### config.mk
export PLATFORM = sky130hd
export DESIGN_NAME = fetch_stage
export DESIGN_NICKNAME = d
export VERILOG_FILES = /design/src/rtl/fetch_stage_pkg.sv /design/src/rtl/fetch_stage_pc_register.sv /design/src/rtl/fetch_stage.sv
export SDC_FILE = /design/constraint.sdc
export NUM_CORES = 1
export LEC_CHECK = 0
export ABC_AREA = 1
export CORE_MARGIN = 1.5
export CORE_UTILIZATION = 35
export DETAILED_ROUTE_END_ITERATION = 6
export PLACE_DENSITY = 0.66
export SYNTH_ARGS = -nofsm -noshare
export SYNTH_HDL_FRONTEND = slang
export SYNTH_SLANG_ARGS = --single-unit
### constraint.sdc
create_clock -name clk -period 1.3 [get_ports clk]
set_input_delay 0.26 -clock clk [delete_from_list [all_inputs] [get_ports clk]]
set_output_delay 0.26 -clock clk [all_outputs]
set_load 0.05 [all_outputs]
### src/rtl/fetch_stage_pkg.sv
// Shared types and constants for the instruction fetch stage.
package fetch_stage_pkg;

    typedef logic [15:0] word_t;
    typedef logic [15:0] addr_t;

    typedef enum logic {
        BOOT = 1'b0,
        RUN  = 1'b1
    } state_t;

    localparam word_t       NOP_WORD     = 16'h0000;
    localparam int unsigned IMM_FLAG_BIT = 2;

endpackage

### src/rtl/fetch_stage_pc_register.sv
// Program counter: synchronous clear, parallel load, hold, or wrap-around increment.
module pc_register
    import fetch_stage_pkg::*;
(
    input  logic  clk,
    input  logic  rst_n,
    input  logic  hold,
    input  logic  load,
    input  addr_t load_value,
    output addr_t pc
);

    // Load wins over hold so a redirect can never be swallowed by a stall.
    always_ff @(posedge clk) begin
        if (!rst_n) begin
            pc <= '0;
        end else if (load) begin
            pc <= load_value;
        end else if (!hold) begin
            pc <= pc + 16'd1;
        end
    end

endmodule

### src/rtl/fetch_stage.sv
// Instruction fetch: boots the PC from the reset vector word, then streams words
// into the instruction register with stall, redirect flush and immediate tagging.
module fetch_stage #(
    parameter fetch_stage_pkg::addr_t RESET_VECTOR_ADDR = 16'h0000,
    parameter fetch_stage_pkg::word_t NOP_WORD          = fetch_stage_pkg::NOP_WORD
) (
    input  logic        clk,
    input  logic        rst_n,
    output logic [15:0] imem_addr,
    input  logic [15:0] imem_rdata,
    input  logic        stall,
    input  logic        redirect,
    input  logic [15:0] redirect_pc,
    output logic [15:0] ir,
    output logic [15:0] ir_pc,
    output logic        ir_valid,
    output logic        ir_imm
);

    import fetch_stage_pkg::*;

    state_t state, state_nxt;
    addr_t  pc;
    addr_t  pc_load_value;
    logic   pc_hold;
    logic   pc_load;
    logic   ir_load;
    logic   ir_flush;

    always_ff @(posedge clk) begin
        if (!rst_n) begin
            state <= BOOT;
        end else begin
            state <= state_nxt;
        end
    end

    always_comb begin
        state_nxt     = state;
        imem_addr     = pc;
        pc_hold       = 1'b1;
        pc_load       = 1'b0;
        pc_load_value = redirect_pc;
        ir_load       = 1'b0;
        ir_flush      = 1'b0;
        case (state)
            BOOT: begin
                // The reset vector word holds the boot PC, not an instruction.
                imem_addr     = RESET_VECTOR_ADDR;
                pc_load       = 1'b1;
                pc_load_value = imem_rdata;
                state_nxt     = RUN;
            end
            RUN: begin
                if (redirect) begin
                    pc_load  = 1'b1;
                    ir_flush = 1'b1;
                end else if (!stall) begin
                    pc_hold = 1'b0;
                    ir_load = 1'b1;
                end
            end
            default: state_nxt = BOOT;
        endcase
    end

    pc_register u_pc (
        .clk        (clk),
        .rst_n      (rst_n),
        .hold       (pc_hold),
        .load       (pc_load),
        .load_value (pc_load_value),
        .pc         (pc)
    );

    always_ff @(posedge clk) begin
        if (!rst_n) begin
            ir       <= NOP_WORD;
            ir_pc    <= '0;
            ir_valid <= 1'b0;
            ir_imm   <= 1'b0;
        end else if (ir_flush) begin
            ir       <= NOP_WORD;
            ir_valid <= 1'b0;
            ir_imm   <= 1'b0;
        end else if (ir_load) begin
            // An opcode word flagged in bit IMM_FLAG_BIT makes the next word its immediate.
            ir_imm   <= ir_valid & ir[IMM_FLAG_BIT] & ~ir_imm;
            ir       <= imem_rdata;
            ir_pc    <= pc;
            ir_valid <= 1'b1;
        end
    end

endmodule

* After elaboration in Yosys (flattened, before gate mapping)
Index checks and enable logic that the tools add are counted.
Word-level totals: bits of input ports 36, bits in registers 51, logic and storage cells 30
Operators by class: muxes and demuxes 14, reductions and logical operators 2, add/sub/neg operators 1, bitwise gates (word level) 6, equality and inequality tests 1
Operators with widths (number):
- $mux 16 | 4
- $add 16x1->16 const B | 1
- $mux 1 | 9
- $not 1->1 | 4
- $and 1x1->1 | 2
- $ne 2x2->1 const B | 1
- $pmux 1 s2 | 1
- $reduce_and 2->1 | 1
- $reduce_or 2->1 | 1

* Logic depth before layout (Yosys ltp)
Gate-level depths: netlist of the first run.
word-level depth 5, gate-level depth with buffers 9, depth with buffers taken out 9

* By module
Synthesis of the first run repeated with hierarchy kept, for this count alone.
Second synthesis, totals: cell total of the unflattened synthesis 454, area, all modules 2911.5 um2
By module, submodules not included:
- fetch_stage | times used 1, area each 1834.3 um2, cells each 282, seq. area each 700.7 um2
- pc_register | times used 1, area each 1077.3 um2, cells each 172, seq. area each 320.3 um2

* Worst setup path before layout of the first run
Ideal clock, no wire load.
path kind reg2out, from register state, to output imem_addr[8], setup slack -227 ps, data arrival time 1267 ps, path buffers 3, stages on the path, launching flop included 6, cell sequence dfxtp_1 -> buf_4 -> clkbuf_1 -> buf_2 -> nand2_1 -> inv_1
Between the ends: longest elaborated chain between the ends 1
Ends and longest elaborated chain:
- start, declared | line fetch_stage.sv:22 | state_t state, state_nxt;
- start signal, assigned | line fetch_stage.sv:34 | state <= state_nxt;
- $mux 16 | line fetch_stage.sv:46 | case (state)
- end, declared | line fetch_stage.sv:9 | output logic [15:0] imem_addr,
No other way between the ends.

* Worst setup path in the final report of the first run
from register state, to output imem_addr[13]
Same word-level chain as after synthesis.

==> results of run 1 <==
[metal layers]
layer,wire [um],vias to the layer above
met5,0,-
met4,178,0
met3,543,15
met2,4200,126
met1,3480,1367
li1,-,1436
[worst paths after layout]
kind / start / to / slack (ns) / cells after the start
setup / recovery: state$_DFF_P_ / imem_addr[13] / -0.13 / 4
hold / removal: ir[4]$_SDFFE_PP0P_ / ir[4]$_SDFFE_PP0P_ / 0.52 / 2
setup reg to reg: u_pc.pc[1]$_SDFFE_PN0P_ / u_pc.pc[9]$_SDFFE_PN0P_ / -0.09 / 8
hold reg to reg: ir[4]$_SDFFE_PP0P_ / ir[4]$_SDFFE_PP0P_ / 0.52 / 2
[flip-flops by register name, indices dropped and copies added (netlist names)]
register,flops
ir,16
ir_imm,1
ir_pc,16
ir_valid,1
state,1
u_pc.pc,16
[cells by family after synthesis]
family / after synthesis
simple gates: 148
compound gates: 102
buf+inv: 67
flops: 51
fa+ha+maj: 1
[cells in the mapped netlist (2+ instances only)]
cell type   n  area share, %
a211oi_2    8            3.9
a21oi_1    40            7.8
a31oi_1     3           0.73
a41oi_1     2           0.68
buf_2       6            1.2
buf_4       6            1.8
buf_6       3            1.3
clkbuf_1    4           0.59
dfxtp_1    51             40
inv_1      46            6.7
nand2_1    84             12
nand2_2     2           0.49
nand3_1    20            3.9
nand4_1     2           0.49
nor2_1     35            5.1
o21ai_0    44            8.6
[final cells by class]
cell class	instances	share of cell area (%)
Clock buffer	7	1.62
Tap cell	99	2.62
Timing Repair Buffer	130	39.1
Multi-Input combinational cell	251	29.8
Inverter	48	4.82
Clock inverter	1	0.106
Sequential cell	51	21.9
[timing repair]
action / 4_1_cts / 5_1_grt
setup endpoints to repair: 25 / 63
buffers inserted: 1 / 6
gates resized for setup: 36 / 46
hold buffers: 0 / 0
gates cloned: 2 / 1
pin swaps: 6 / 13
[tightest hold or removal path: cells and delay by family, from the launching register on]
kind,cells,cell delay (ns)
flip-flops,1,0.35
AND/OR/NAND/NOR,1,0.08
AO/OA/AOI/OAI,1,0.05
[power by group through the flow]
stage	clock network, mW	logic (mW)	registers, mW
final	0.899	1.23	1.76
after global routing	0.976	1.31	1.77
after CTS	0.903	1.16	1.74
after detailed placement	0	1.13	1.77
after global placement	0	1.11	1.77
after floorplan	0	0.409	1.89
==> results.toml, run 1 <==
[layout]
drive_gt1_share_pct = 34.8
stdcell_area_sq_um = 4720
fillCellCount = 571
multi_input_area_sq_um = 1410
final_cell_mix = "nand2_1 (70), buf_12 (58), dfxtp_1 (43)"
diodes = 0
regArea_sq_um = 1040
area_growth_syn_to_layout_pct = 84.1
mostFrequentLayoutCell = "nand2_1"
fin_nets = 524
layout.cells.non_filler = 587
final_util_pct = 65.8

[timing]
setup_tns_ns = -3.26
relSlewSlack_pct = 79.2
holdWs_ns = 0.519
fmax_mhz = 701
fin_ws_ns = -0.127
drv_slew = 0
finalHoldViolCount = 0
finClkSkew_ns = 0.00457
fin_crit_ns = 1.43
setup_viol = 64
timing.final.crit_share_pct = 110
max_slew.worst_pin.slew_ns = 0.312
rsz0062_at_grt = "true"

[routing]
drt_iter0_drc = 282
drtPass1Iterations = 5
avgRoutedWirePerCell_um = 14.3
avgViaCountPerCell = 5.02
vias = 2944
drt_drc_violations_left = 0
antenna_left = 0
routed_wl_um = 8400

[synthesis]
synth_area_sq_um = 2560
avgSynthCellArea_sq_um = 6.95
yosysWarningCount = 0
yosys.area_share.simple_pct = 24.2
yosysSeqAreaShare_pct = 39.8
synth_compound_area_share_pct = 23.5
synth_fp_nets = 406
synth-xor-area-share_pct = 0
synth-seq-cells = 51
synthFlopType = "dfxtp_1"
synthMuxAreaShare_pct = 0
synthCells = 369
synth_cell_types = 29
yosys.area_share.adder_pct = 0.488
synth_top_family_by_area = "simple AND/OR/NAND/NOR gates"
synth_edf_count = 0
synthArstFlopShare_pct = 0

[clock_network]
cts_root_buf = "clkbuf_8"
cts_tree = "yes"
clkLatencyLatePin_ns = 0.31
clk_path_buf_depth = 2
htreeDepth = 2
cts_made_buffers = 5
clkSlewWorstSetupHoldPaths_ns = 0.09
cts_sinks = 51

[placed_design]
placed_cells = 569
gp_congestion = 0.870
place_hpwl_um = 5790
dpl_cell_area_sq_um = 4320
pre_cts_slack_ns = -0.370
io_buffers = 85

[floorplan]
die_w_um = 88.6
fp.dieH_um = 88.6
core_sq_um = 7180
ioPinCount = 86
start_util_pct = 35.7
rows = 31
die_area_sq_um = 7850

[pwr]
vdd_drop_max_uv = 408
p_leak_nw = 1.97
p_int_mw = 2.63
combPwrFrac_pct = 31.7
switchingPower_mw = 1.26
p_total_mw = 3.89
clkPwrFrac_pct = 23.1
seq_power_share_pct = 45.1
swShare_pct = 32.4
p_per_area_nw_per_um2 = 824

[critical_path]
required_ns = 1.04
cp-start-kind = "register"
endpoint_kind = "output pin"
crit_top_cell = "buf_12"
crit_arrival_ns = 1.17
critical-path-slowest-cell = "dfxtp_4"
crit_path_cell_trace = "buf_12 -> nand2_4 -> clkinvlp_4 -> buf_12"
crit_buf_inv = 3
crit_path_max_fanout = 8
slowest_delay_ns = 0.38
critPathKind = "reg -> out"
crit_family = "buffers and inverters"

[grt]
met1_usage_pct = 27.2
grt.total_usage_pct = 21.1
antenna_found_initial = 0
grt_max_degree = 34
busiest_layer = "met2"
gr-usage-met3_pct = 4.48
grtUsageMet2_pct = 35.5
grt_pass1_wl_um = 13000
grt_pass1_vias = 2743
grt_overflow = 0

[run]
maxCapViolCount = 0

[run_status]
status = "finished with violations"
violations = "setup timing"

[hold_path]
hp-class = "reg -> reg"
No activity file was read; power rests on OpenSTA's default activity.
==> inputs of run 2 (changes only) <==
Settings changed: CAP_MARGIN from default to 15, PLACE_DENSITY 0.66 to 0.69.
==> run 2 against run 1 <==
The run still ends with setup timing left. Cell area increased by 1.4%. Largest cell class unchanged. Critical path type is now reg -> reg. Critical endpoint is now u_pc.pc[9]$_SDFFE_PN0P_. Routed wire length up 5.4%. Sequential power hardly changed.
==> results.toml, run 2 (synthesized netlist as in run 1, its figures left out) <==
[timing]
setup_viol = 58
fin_crit_ns = 1.45
rsz0062_at_grt = "true"
relSlewSlack_pct = 81.2
timing.final.crit_share_pct = 111
fmax_mhz = 691
drv_slew = 0
finClkSkew_ns = 0.0102
finalHoldViolCount = 0
max_slew.worst_pin.slew_ns = 0.282
fin_ws_ns = -0.148

[clock_network]
clkSlewWorstSetupHoldPaths_ns = 0.10
clk_path_buf_depth = 2
clkLatencyLatePin_ns = 0.31
cts_tree = "yes"
htreeDepth = 2
cts_sinks = 51
cts_root_buf = "clkbuf_8"
cts_made_buffers = 5

[pwr]
p_per_area_nw_per_um2 = 906
p_leak_nw = 2.00
vdd_drop_max_uv = 507
p_total_mw = 4.34

[critical_path]
crit_top_cell = "nand2_1"
crit_arrival_ns = 1.68
crit_path_cell_trace = "buf_4 -> nand2_1 -> nor2_2 -> nand2_1 -> o21ai_1 -> nand3_1 -> a21oi_1"
required_ns = 1.54
critPathKind = "reg -> reg"
slowest_delay_ns = 0.37
crit_family = "simple AND/OR/NAND/NOR gates"
critPathLaunch = "u_pc.pc[1]$_SDFFE_PN0P_"
crit_path_max_fanout = 5
cp-start-kind = "register"
critical-path-slowest-cell = "dfxtp_2"
crit_buf_inv = 1
endpoint_kind = "register"
reg2reg_from = "u_pc.pc[1]$_SDFFE_PN0P_"

[layout]
mostFrequentLayoutCell = "nand2_1"
layout.cells.non_filler = 588
fin_nets = 525
final_cell_mix = "nand2_1 (66), buf_12 (54), dfxtp_1 (44)"
final_util_pct = 66.7
diodes = 0
largestRegisters = "ir (16), ir_pc (16), u_pc.pc (16)"
fillCellCount = 554
area_growth_syn_to_layout_pct = 86.7
drive_gt1_share_pct = 35.8

[run_status]
status = "finished with violations"
violations = "setup timing"

[grt]
grt_overflow = 0
grt_pass1_wl_um = 13600
grt_pass1_vias = 2889
antenna_found_initial = 0
grt_max_degree = 24
grt.total_usage_pct = 22.3

[floorplan]
die_w_um = 88.6
core_sq_um = 7180
rows = 31
die_area_sq_um = 7850
fp.dieH_um = 88.6
ioPinCount = 86
start_util_pct = 35.7

[run]
maxCapViolCount = 0

[hold_path]
hp-start = "ir[1]$_SDFFE_PP0P_"
hp-class = "reg -> reg"

[routing]
drt_drc_violations_left = 0
avgRoutedWirePerCell_um = 15.1
vias = 3097
drt_iter0_drc = 284
drtPass1Iterations = 5
routed_wl_um = 8860
avgViaCountPerCell = 5.27
antenna_left = 0

[placed_design]
io_buffers = 85
gp_congestion = 0.864
place_hpwl_um = 6070
placed_cells = 568
## run 2: through the flow
stage | hold WS (ns) | area [sq um] | TNS (ns) | setup WS (ns)
final | 0.517 | 4790 | -3.41 | -0.148
after global routing | 0.531 | 4790 | -6.90 | -0.195
after CTS | 0.514 | 4630 | -2.27 | -0.131
after detailed placement | 0.495 | 4270 | -14.16 | -0.383
after global placement | 0.487 | 4270 | -11.44 | -0.334
after floorplan | 0.288 | 2640 | 0 | 0.0144
## run 2: power by group
part,switching [mW],internal (mW)
Sequential,0.108,1.65
Clock,0.559,0.770
Combinational,0.651,0.603
## run 2: routing by layer
metal	up-vias	routed length (um)	GRT usage [%]	part of all wire [%]
met5	-	0	0	0
met4	0	251	8.81	2.8
met3	36	596	5.04	6.7
met2	177	4430	37.6	50
met1	1443	3570	27.6	40
li1	1441	-	-	-
## run 2: what timing repair did
item                                    4_1_cts  5_1_grt
hold buffers                                  0        0
pin swaps                                     5       13
setup buffers                                 6        3
resized for setup                            50       44
gates cloned                                  2        1
endpoints found under the setup margin       59       65
## run 2: final timing paths
kind                        endpoint  slack, ns  depth (start not counted)
max          u_pc.pc[9]$_SDFFE_PN0P_      -0.15                          7
min               ir[1]$_SDFFE_PP0P_       0.52                          2
max reg2reg  u_pc.pc[9]$_SDFFE_PN0P_      -0.15                          7
min reg2reg       ir[1]$_SDFFE_PP0P_       0.52                          2
## run 2: area by class of cell
cell class / instances / area (sq um) / share of cell area (%)
flip-flops and latches: 51 / 1040 / 21.7
repair buffers: 131 / 1840 / 38.3
inverters: 48 / 238 / 4.96
clock inverters: 2 / 60.1 / 1.25
well taps: 99 / 124 / 2.59
multi-input cells: 251 / 1420 / 29.7
clock buffers: 6 / 72.6 / 1.52
## run 2: worst register-to-register path, delay by kind of cell (launching register included)
| family | cells | cell delay, ns |
|---|---|---|
| buffers and inverters | 1 | 0.15 |
| DFF | 1 | 0.37 |
| and+or+nand+nor | 4 | 0.51 |
| AOI/OAI and AO/OA | 2 | 0.34 |
==> inputs of run 3 (changes only) <==
Settings changed: PLACE_DENSITY 0.69 to 0.67.
Clock period 1.3 ns to 1.5 ns, I/O delays scaled along.
==> run 3 against run 2 <==
The run now ends clean. Critical path depth decreased by 3. Core utilization is 4.1 points lower. Sequential share of layout area is 1.3 points higher. Hold slack worse by 0.0017 ns. Non-clock buffer count fell by 16. Register-to-register slack improved by 0.20 ns. Total power is 16% lower. First-iteration DRC count decreased by 22%. Final cell count is 2.7% lower. Combinational power down 22%. Cell area shrank 6.1%. Largest power group unchanged. Highest routed layer unchanged.
==> results.toml, run 3 (synthesized netlist as in run 1, its figures left out) <==
[run_status]
status = "finished, final reports clean"

[routing]
avgViaCountPerCell = 4.91
routed_wl_um = 7720
drtPass1Iterations = 5
avgRoutedWirePerCell_um = 13.5
vias = 2807
antenna_left = 0
drt_iter0_drc = 221
drt_drc_violations_left = 0

[grt]
grt.total_usage_pct = 19.8
grt_max_degree = 34
grt_pass1_wl_um = 12200
antenna_found_initial = 0
grt_pass1_vias = 2665
grt_overflow = 0

[clock_network]
clk_path_buf_depth = 2
clkLatencyLatePin_ns = 0.31
htreeDepth = 2
hold_buffers = 0
clkSlewWorstSetupHoldPaths_ns = 0.09
cts_tree = "yes"
cts_made_buffers = 5
cts_sinks = 51
cts_root_buf = "clkbuf_8"

[timing]
fin_ws_ns = 0.0154
finalHoldViolCount = 0
setup_viol = 0
fin_crit_ns = 1.48
timing.final.crit_share_pct = 99.0
max_slew.worst_pin.slew_ns = 0.279
relSlewSlack_pct = 81.3
fmax_mhz = 674
rsz0062_at_grt = "true"
drv_slew = 0
setup_tns_ns = 0
finClkSkew_ns = 0.00615

[critical_path]
slowest_delay_ns = 0.39
crit_arrival_ns = 1.18
crit_path_cell_trace = "buf_12 -> nand2_2 -> clkinvlp_4 -> buf_12"
crit_top_cell = "buf_12"
critical-path-slowest-cell = "dfxtp_4"
cp-start-kind = "register"
endpoint_kind = "output pin"
crit_path_max_fanout = 8
required_ns = 1.20
critPathKind = "reg -> out"
rrSetupSlack_ns = 0.05

[pwr]
vdd_drop_max_uv = 410
p_leak_nw = 1.81
p_total_mw = 3.64
p_per_area_nw_per_um2 = 810

[layout]
diodes = 0
drive_gt1_share_pct = 29.4
fin_nets = 509
mostFrequentLayoutCell = "nand2_1"
stdcell_area_sq_um = 4490
area_growth_syn_to_layout_pct = 75.2
final_util_pct = 62.6
fillCellCount = 597
final_cell_mix = "nand2_1 (71), buf_12 (56), dfxtp_1 (46)"
largestRegisters = "ir (16), ir_pc (16), u_pc.pc (16)"

[floorplan]
start_util_pct = 35.7
rows = 31
ioPinCount = 86
core_sq_um = 7180
fp.dieH_um = 88.6
die_area_sq_um = 7850
die_w_um = 88.6

[run]
maxCapViolCount = 0

[placed_design]
place_hpwl_um = 5680
dpl_cell_area_sq_um = 4190
gp_congestion = 0.832
io_buffers = 85
pre_cts_slack_ns = -0.228

[hold_path]
hp-class = "reg -> reg"
[run 3: worst max-delay path: cells and delay by family (launching register included)]
| family | cells | cell delay, ns |
|---|---|---|
| flops | 1 | 0.39 |
| simple gates | 1 | 0.08 |
| buf+inv | 3 | 0.40 |
[run 3: power breakdown]
part | switching, mW | total (mW) | internal (mW)
clock | 0.479 | 1.14 | 0.665
sequential | 0.0972 | 1.52 | 1.43
combinational | 0.502 | 0.972 | 0.471
[run 3: cell type report]
class                           count  area [sq um]  area share, %
Inverter                           48           224           4.98
Timing Repair Buffer              115          1690           37.5
Sequential cell                    51          1030           22.9
Clock buffer                        5          68.8           1.53
Multi-Input combinational cell    251          1290           28.8
Clock inverter                      3          67.6           1.50
Tap cell                           99           124           2.76
[run 3: path summary, 6_finish.rpt]
kind	start	endpoint	cells after the start
max reg2reg	state$_DFF_P_	u_pc.pc[10]$_SDFFE_PN0P_	8
min	ir[6]$_SDFFE_PP0P_	ir[6]$_SDFFE_PP0P_	2
min reg2reg	ir[6]$_SDFFE_PP0P_	ir[6]$_SDFFE_PP0P_	2
max	state$_DFF_P_	imem_addr[9]	4
[run 3: what timing repair did]
item / in CTS / in global routing
gates resized for setup: 5 / 29
pin swaps: 0 / 1
buffers inserted: 0 / 5
setup endpoints to repair: 16 / 19
gates cloned: 0 / 2
[run 3: through the flow]
stage / std cells / hold WS [ns]
detailed placement: 557 / 0.493
floorplan: 369 / 0.328
finish: 572 / 0.515
global placement: 557 / 0.495
global route: 572 / 0.535
CTS: 565 / 0.509
[run 3: routing by layer]
| layer | GRT usage (%) | vias to the layer above | routed length (um) |
|---|---|---|---|
| met5 | 0 | - | 0 |
| met4 | 4.55 | 0 | 75 |
| met3 | 4.01 | 5 | 451 |
| met2 | 33.3 | 95 | 3750 |
| met1 | 26.3 | 1299 | 3440 |
| li1 | - | 1408 | - |
